[config.mk]
export PLATFORM = sky130hd
export DESIGN_NAME = ltc2387_acq_ctrl
export DESIGN_NICKNAME = d
export VERILOG_FILES = /design/src/rtl/ltc2387_acq_ctrl.sv
export SDC_FILE = /design/constraint.sdc
export NUM_CORES = 1
export LEC_CHECK = 0
export BUFFER_PORTS_ARGS = -buffer_cell sky130_fd_sc_hd__buf_2
export CAP_MARGIN = 20
export CORE_MARGIN = 3
export CORE_UTILIZATION = 35
export DETAILED_ROUTE_END_ITERATION = 8
export PLACE_DENSITY_LB_ADDON = 0.2
export SLEW_MARGIN = 25
export SYNTH_ARGS = -nofsm -noshare
export SYNTH_HDL_FRONTEND = slang
export SYNTH_SLANG_ARGS = --single-unit
export TNS_END_PERCENT = 1
[constraint.sdc]
create_clock -name fast_clk -period 5.8 [get_ports fast_clk]
set_input_delay 1.16 -clock fast_clk [delete_from_list [all_inputs] [get_ports fast_clk]]
set_output_delay 1.16 -clock fast_clk [all_outputs]
set_load 0.02 [all_outputs]
[src/rtl/ltc2387_acq_ctrl.sv]
// ltc2387_acq_ctrl: conversion sequencer and DDR deserialiser for an
// LTC2387-style two-lane ADC. It issues periodic CNV pulses and a gated
// burst clock, captures da/db on every DCO edge, and publishes each sample
// with a one-cycle valid strobe. Everything runs in the fast_clk domain.
// Optional feature macro: PATTERN_CHECK_EN (alternating test-pattern checker).
//
// state     | meaning
// ----------+----------------------------------------------------------
// IDLE      | waiting for a conversion slot
// CNV_HI    | cnv held high for CNV_HIGH cycles
// WAIT_CONV | cnv low, waiting until T_CONV cycles after the CNV rise
// CLOCKING  | adc_clk toggles 1,0 for NUM_PULSES pulses, ends low
// DRAIN     | waiting for the remaining DCO edges, bounded by DCO_TIMEOUT
// DONE      | one cycle with sample_valid high, then back to IDLE
module ltc2387_acq_ctrl #(
    parameter int ADC_WIDTH   = 18,
    parameter int CNV_PERIOD  = 40,
    parameter int CNV_HIGH    = 2,
    parameter int T_CONV      = 20,
    parameter int DCO_TIMEOUT = 16
) (
    input  logic                 fast_clk,
    input  logic                 reset,
    input  logic                 enable,
    output logic                 cnv,
    output logic                 adc_clk,
    input  logic                 dco,
    input  logic                 da,
    input  logic                 db,
    output logic [ADC_WIDTH-1:0] sample_data,
    output logic                 sample_valid,
    output logic                 busy,
    output logic                 overrun,
    output logic                 timeout_err,
    input  logic                 clear_err
`ifdef PATTERN_CHECK_EN
    ,
    input  logic                 pattern_chk,
    output logic                 pattern_err
`endif
);

    localparam int NUM_PAIRS  = ADC_WIDTH / 2;
    localparam int NUM_PULSES = (NUM_PAIRS + 1) / 2;
    localparam int PW = (CNV_PERIOD > 1) ? $clog2(CNV_PERIOD) : 1;
    localparam int CW = $clog2(NUM_PAIRS + 1);
    localparam int TW = $clog2(T_CONV + 2 * NUM_PULSES + DCO_TIMEOUT + 2);

    typedef enum logic [2:0] {
        IDLE, CNV_HI, WAIT_CONV, CLOCKING, DRAIN, DONE
    } state_t;

    state_t                 state;
    logic [PW-1:0]          pcount;
    logic [TW-1:0]          tmr;
    logic [CW-1:0]          pair_cnt;
    logic [ADC_WIDTH-1:0]   sr;
    logic                   dco_q;
    logic                   slot;
    logic                   capture;
    logic                   drain_done;
    logic                   timeout_set;
    logic                   overrun_set;

    assign slot        = enable && (pcount == '0);
    assign capture     = ((state == CLOCKING) || (state == DRAIN)) && (dco != dco_q)
                         && (pair_cnt != CW'(NUM_PAIRS));
    assign drain_done  = (state == DRAIN) && (pair_cnt == CW'(NUM_PAIRS));
    assign timeout_set = (state == DRAIN) && (pair_cnt != CW'(NUM_PAIRS)) && (tmr == '0);
    assign overrun_set = slot && (state != IDLE);
    assign busy        = (state != IDLE);

    // Conversion-slot counter; parked at 0 while disabled so re-enable starts at once.
    always_ff @(posedge fast_clk or posedge reset) begin
        if (reset)
            pcount <= '0;
        else if (!enable || (pcount == PW'(CNV_PERIOD - 1)))
            pcount <= '0;
        else
            pcount <= pcount + PW'(1);
    end

    // DCO edge detector reference.
    always_ff @(posedge fast_clk or posedge reset) begin
        if (reset)
            dco_q <= 1'b0;
        else
            dco_q <= dco;
    end

    // Sequencer, shift register and sample output.
    always_ff @(posedge fast_clk or posedge reset) begin
        if (reset) begin
            state        <= IDLE;
            tmr          <= '0;
            cnv          <= 1'b0;
            adc_clk      <= 1'b0;
            pair_cnt     <= '0;
            sr           <= '0;
            sample_data  <= '0;
            sample_valid <= 1'b0;
        end else begin
            sample_valid <= 1'b0;
            if (capture) begin
                sr       <= {sr[ADC_WIDTH-3:0], da, db};
                pair_cnt <= pair_cnt + CW'(1);
            end
            case (state)
                IDLE: begin
                    if (slot) begin
                        state <= CNV_HI;
                        cnv   <= 1'b1;
                        tmr   <= TW'(CNV_HIGH - 1);
                    end
                end
                CNV_HI: begin
                    if (tmr == '0) begin
                        state <= WAIT_CONV;
                        cnv   <= 1'b0;
                        tmr   <= TW'(T_CONV - CNV_HIGH - 1);
                    end else begin
                        tmr <= tmr - TW'(1);
                    end
                end
                WAIT_CONV: begin
                    if (tmr == '0) begin
                        state    <= CLOCKING;
                        adc_clk  <= 1'b1;
                        tmr      <= TW'(2 * NUM_PULSES - 1);
                        pair_cnt <= '0;
                    end else begin
                        tmr <= tmr - TW'(1);
                    end
                end
                CLOCKING: begin
                    if (tmr == '0) begin
                        // The last fall happened one cycle ago, so one cycle of
                        // the timeout window is already spent on entry to DRAIN.
                        state   <= DRAIN;
                        adc_clk <= 1'b0;
                        tmr     <= TW'(DCO_TIMEOUT - 2);
                    end else begin
                        adc_clk <= ~adc_clk;
                        tmr     <= tmr - TW'(1);
                    end
                end
                DRAIN: begin
                    if (drain_done) begin
                        state        <= DONE;
                        sample_data  <= sr;
                        sample_valid <= 1'b1;
                    end else if (tmr == '0) begin
                        state <= IDLE;
                    end else begin
                        tmr <= tmr - TW'(1);
                    end
                end
                DONE:    state <= IDLE;
                default: state <= IDLE;
            endcase
        end
    end

    // Sticky error flags; a coinciding set beats clear_err.
    always_ff @(posedge fast_clk or posedge reset) begin
        if (reset) begin
            overrun     <= 1'b0;
            timeout_err <= 1'b0;
        end else begin
            if (overrun_set)
                overrun <= 1'b1;
            else if (clear_err)
                overrun <= 1'b0;
            if (timeout_set)
                timeout_err <= 1'b1;
            else if (clear_err)
                timeout_err <= 1'b0;
        end
    end

`ifdef PATTERN_CHECK_EN
    function automatic logic [ADC_WIDTH-1:0] alt_pattern();
        logic [ADC_WIDTH-1:0] w;
        for (int i = 0; i < ADC_WIDTH; i++)
            w[i] = ((i % 2) == 1);
        return w;
    endfunction

    localparam logic [ADC_WIDTH-1:0] PAT_A = alt_pattern();

    logic                 chk_q;
    logic                 pat_hi;
    logic                 pat_hi_cur;
    logic [ADC_WIDTH-1:0] pat_exp;

    // A fresh pattern_chk rise restarts the sequence at 1010..10 immediately.
    assign pat_hi_cur = (pattern_chk && !chk_q) ? 1'b1 : pat_hi;
    assign pat_exp    = pat_hi_cur ? PAT_A : ~PAT_A;

    // Alternating-pattern compare on each completed sample.
    always_ff @(posedge fast_clk or posedge reset) begin
        if (reset) begin
            chk_q       <= 1'b0;
            pat_hi      <= 1'b1;
            pattern_err <= 1'b0;
        end else begin
            chk_q <= pattern_chk;
            if (drain_done && pattern_chk)
                pat_hi <= ~pat_hi_cur;
            else if (pattern_chk && !chk_q)
                pat_hi <= 1'b1;
            if (drain_done && pattern_chk && (sr != pat_exp))
                pattern_err <= 1'b1;
            else if (clear_err)
                pattern_err <= 1'b0;
        end
    end
`endif

endmodule

==> run_results.csv <==
group,metric,value,unit
status,status,"finished, final reports clean",
logic_synthesis,synth_area_leaders,"dfrtp_1 (56%), nand2_1 (9.2%), mux2_2 (7.5%)",
die,initial_utilization,0.3670,
detailed_routing,highest-signal-layer,"met4",
logic_synthesis,synthesis.instances,261,
worst_setup_path,cp_max_fo,17,
die,die_h,94.14,um
die,fp.dieW,94.14,um
sta,hold_viol,0,
placement,io_buffer_count,30,
cells_and_area,drive_gt1_frac,0.2575,
logic_synthesis,synth_area,2719,um2
power,power_density,288.1,nW/um2
detailed_routing,wl_met2,2231,um
clock_network,cts_max_level,3,
power,p_leak,1.667,nW
sta,slew_viol_final,0,
logic_synthesis,synthFlopType,"dfrtp_1",
die,std_cell_rows,31,
clock_network,clkSlewWorstSetupHoldPaths,0.07,ns
worst_setup_path,crit_arrival,1.72,ns
logic_synthesis,syn-num-nets,273,
logic_synthesis,synthArstFlopShare,1.000,
detailed_routing,met3_length,185,um
logic_synthesis,synth.most_common_cell,"nand2_1",
worst_hold_path,hp-class,"reg -> reg",
sta,max_freq,346.7,MHz
logic_synthesis,syn_area_per_cell,10.42,um2
cells_and_area,fin_cells,398,
placement,dpl.hpwl,3311,um
sta,setup_viol,0,
power,peakVddDrop,0.0001153,V
clock_network,cts.sinks,61,
placement,dpl.cell_count,382,
global_route,antenna_found_initial,0,
global_route,grt_pass1_vias,1863,
detailed_routing,drtIter0Drc,119,
sta,finalSetupTns,0,ns
worst_setup_path,cp.required,4.64,ns
logic_synthesis,synth-seq-area-share,0.5614,
sta,fin_skew,0.008139,ns
detailed_routing,drt_wl_total,5004,um
cells_and_area,regArea,1526,um2
global_route,grt_usage,0.1281,
sta,worst_pin_slew,0.8148,ns
clock_network,ctsResizeCount,0,
clock_network,cts_tree,"built",
global_route,grt_pass1_wl,8880,um
clock_network,cts_buffer_depth,2,
worst_setup_path,crit_type,"reg -> out",
die,ios,31,
detailed_routing,final_antenna_net_count,0,
detailed_routing,drt-pass1-iter-count,4,
logic_synthesis,yosys_warnings,0,
detailed_routing,routed_via_density,4.751,
sta,fin_crit,2.885,ns
worst_setup_path,startpoint_type,"flop",
clock_network,cts_hold_buf,0,
run,cap_viol_max_count,0,
clock_network,post_cts_buffers,0,
worst_setup_path,crit_path_end_kind,"output port",
cells_and_area,fillers,705,
logic_synthesis,ys_ff_latch,61,
die,core_area,7408,um2
clock_network,root_buffer,"clkbuf_8",
detailed_routing,wl_per_cell,12.57,um
clock_network,cts_buffers,9,
placement,gp_congestion,0.8519,
sta,relSlewSlack,0.4552,
cells_and_area,area_growth,18.22,%
cells_and_area,antennaDiodeCount,0,
logic_synthesis,yosysUniqueCellTypes,48,
sta,post-route-period-util,0.4974,
logic_synthesis,synth_largest_area_cell,"dfrtp_1",
global_route,grt_start_max_net_pins,62,
detailed_routing,met1_length,2497,um
detailed_routing,vias,1891,
detailed_routing,remaining_drc_errors,0,
logic_synthesis,synth_top_area_frac,0.5614,
logic_synthesis,synth_edf_count,0,
die,die_area,8861,um2
global_route,grt-ovfl-total,0,
sta,rsz0062_at_grt,"no",
cells_and_area,nNetsFinal,306,
cells_and_area,multi_input_area,1111,um2
clock_network,clk_latency,0.33,ns
logic_synthesis,synth_common_cells,"nand2_1 (67), dfrtp_1 (61), nor2_1 (19)",
[report_power, final]
part           leakage (nW)  internal (W)  switching, W
registers             0.826      0.000428    0.00000249
logic                 0.714    0.00000634     0.0000155
clock network         0.128      0.000302      0.000172
total                  1.67      0.000736      0.000190
[flip-flops by register name, summed over array words and instances (netlist names), 3 cells and up]
signal	count
pair_cnt	4
state	3
sr	18
tmr	6
pcount	6
sample_data	18
[critical path: stages, from the launching register on]
cell	delay, ns
dfrtp_1	0.56
nor3_1	0.59
inv_1	0.07
buf_2	0.17
[layer usage]
layer  vias to the layer above  GRT usage
li1                        948          -
met1                       904     0.1751
met2                        31     0.1869
met3                         8    0.02965
met4                         0    0.06980
met5                         -          0
[through the flow]
| step | util | setup WS, ns | hold slack [ns] | power, W | area, um2 |
|---|---|---|---|---|---|
| after global routing | 0.4339 | 2.805 | 0.5117 | 0.0009682 | 3214 |
| after CTS | 0.4332 | 2.887 | 0.4888 | 0.0009417 | 3209 |
| after detailed placement | 0.3989 | 3.123 | 0.4710 | 0.0004619 | 2955 |
| after floorplan | - | 3.127 | 0.4402 | 0.0004531 | 2719 |
| after global placement | 0.3989 | 3.162 | 0.4584 | 0.0004617 | 2955 |
| final | 0.4339 | 2.915 | 0.4873 | 0.0009260 | 3214 |
[worst paths after layout]
check | from | to | slack (ns) | cells after the start
worst min register to register | sr[16] | sr[16] | 0.49 | 2
max in group asynchronous | reset | sample_data[1] | 4.25 | 3
min in group asynchronous | reset | sample_data[12] | 1.05 | 3
worst min-delay path | sr[16] | sr[16] | 0.49 | 2
worst max-delay path | state[2] | busy | 2.92 | 3
worst max register to register | state[2] | pair_cnt[3] | 3.56 | 5
[cell usage in the layout, fill, tap and decap left out, types with 2 or more instances in the layout]
cell,instances
a21oi_1,6
a31oi_1,2
and2_1,2
buf_2,30
bufinv_16,3
clkbuf_8,10
dfrtp_1,61
ha_1,5
inv_1,10
inv_6,3
mux2_2,18
nand2_1,67
nand2b_1,2
nand3_1,4
nand4_1,3
nor2_1,18
nor2b_1,3
nor3_1,5
o21ai_0,5
o21ai_1,3
xnor2_1,3
xor2_1,6
[cell families (layout without fill, tap and decap cells)]
family          after synthesis  count (layout)  share of synthesized area
simple gates                115             115                     0.1910
flops                        61              61                     0.5614
compound gates               33              33                    0.08836
buf+inv                      20              58                    0.03267
mux                          18              18                    0.07455
xor+xnor                      9               9                    0.02899
fa+ha+maj                     5               5                    0.02301
[cell type report]
cell class | instances | share of cell area
clock buffer | 10 | 0.04282
clock inverter | 6 | 0.03620
inverter | 11 | 0.01285
multi-input combinational | 180 | 0.3457
sequential | 61 | 0.4749
tap | 99 | 0.03854
timing repair buffer | 31 | 0.04905
(Power assumes the default switching activity.)
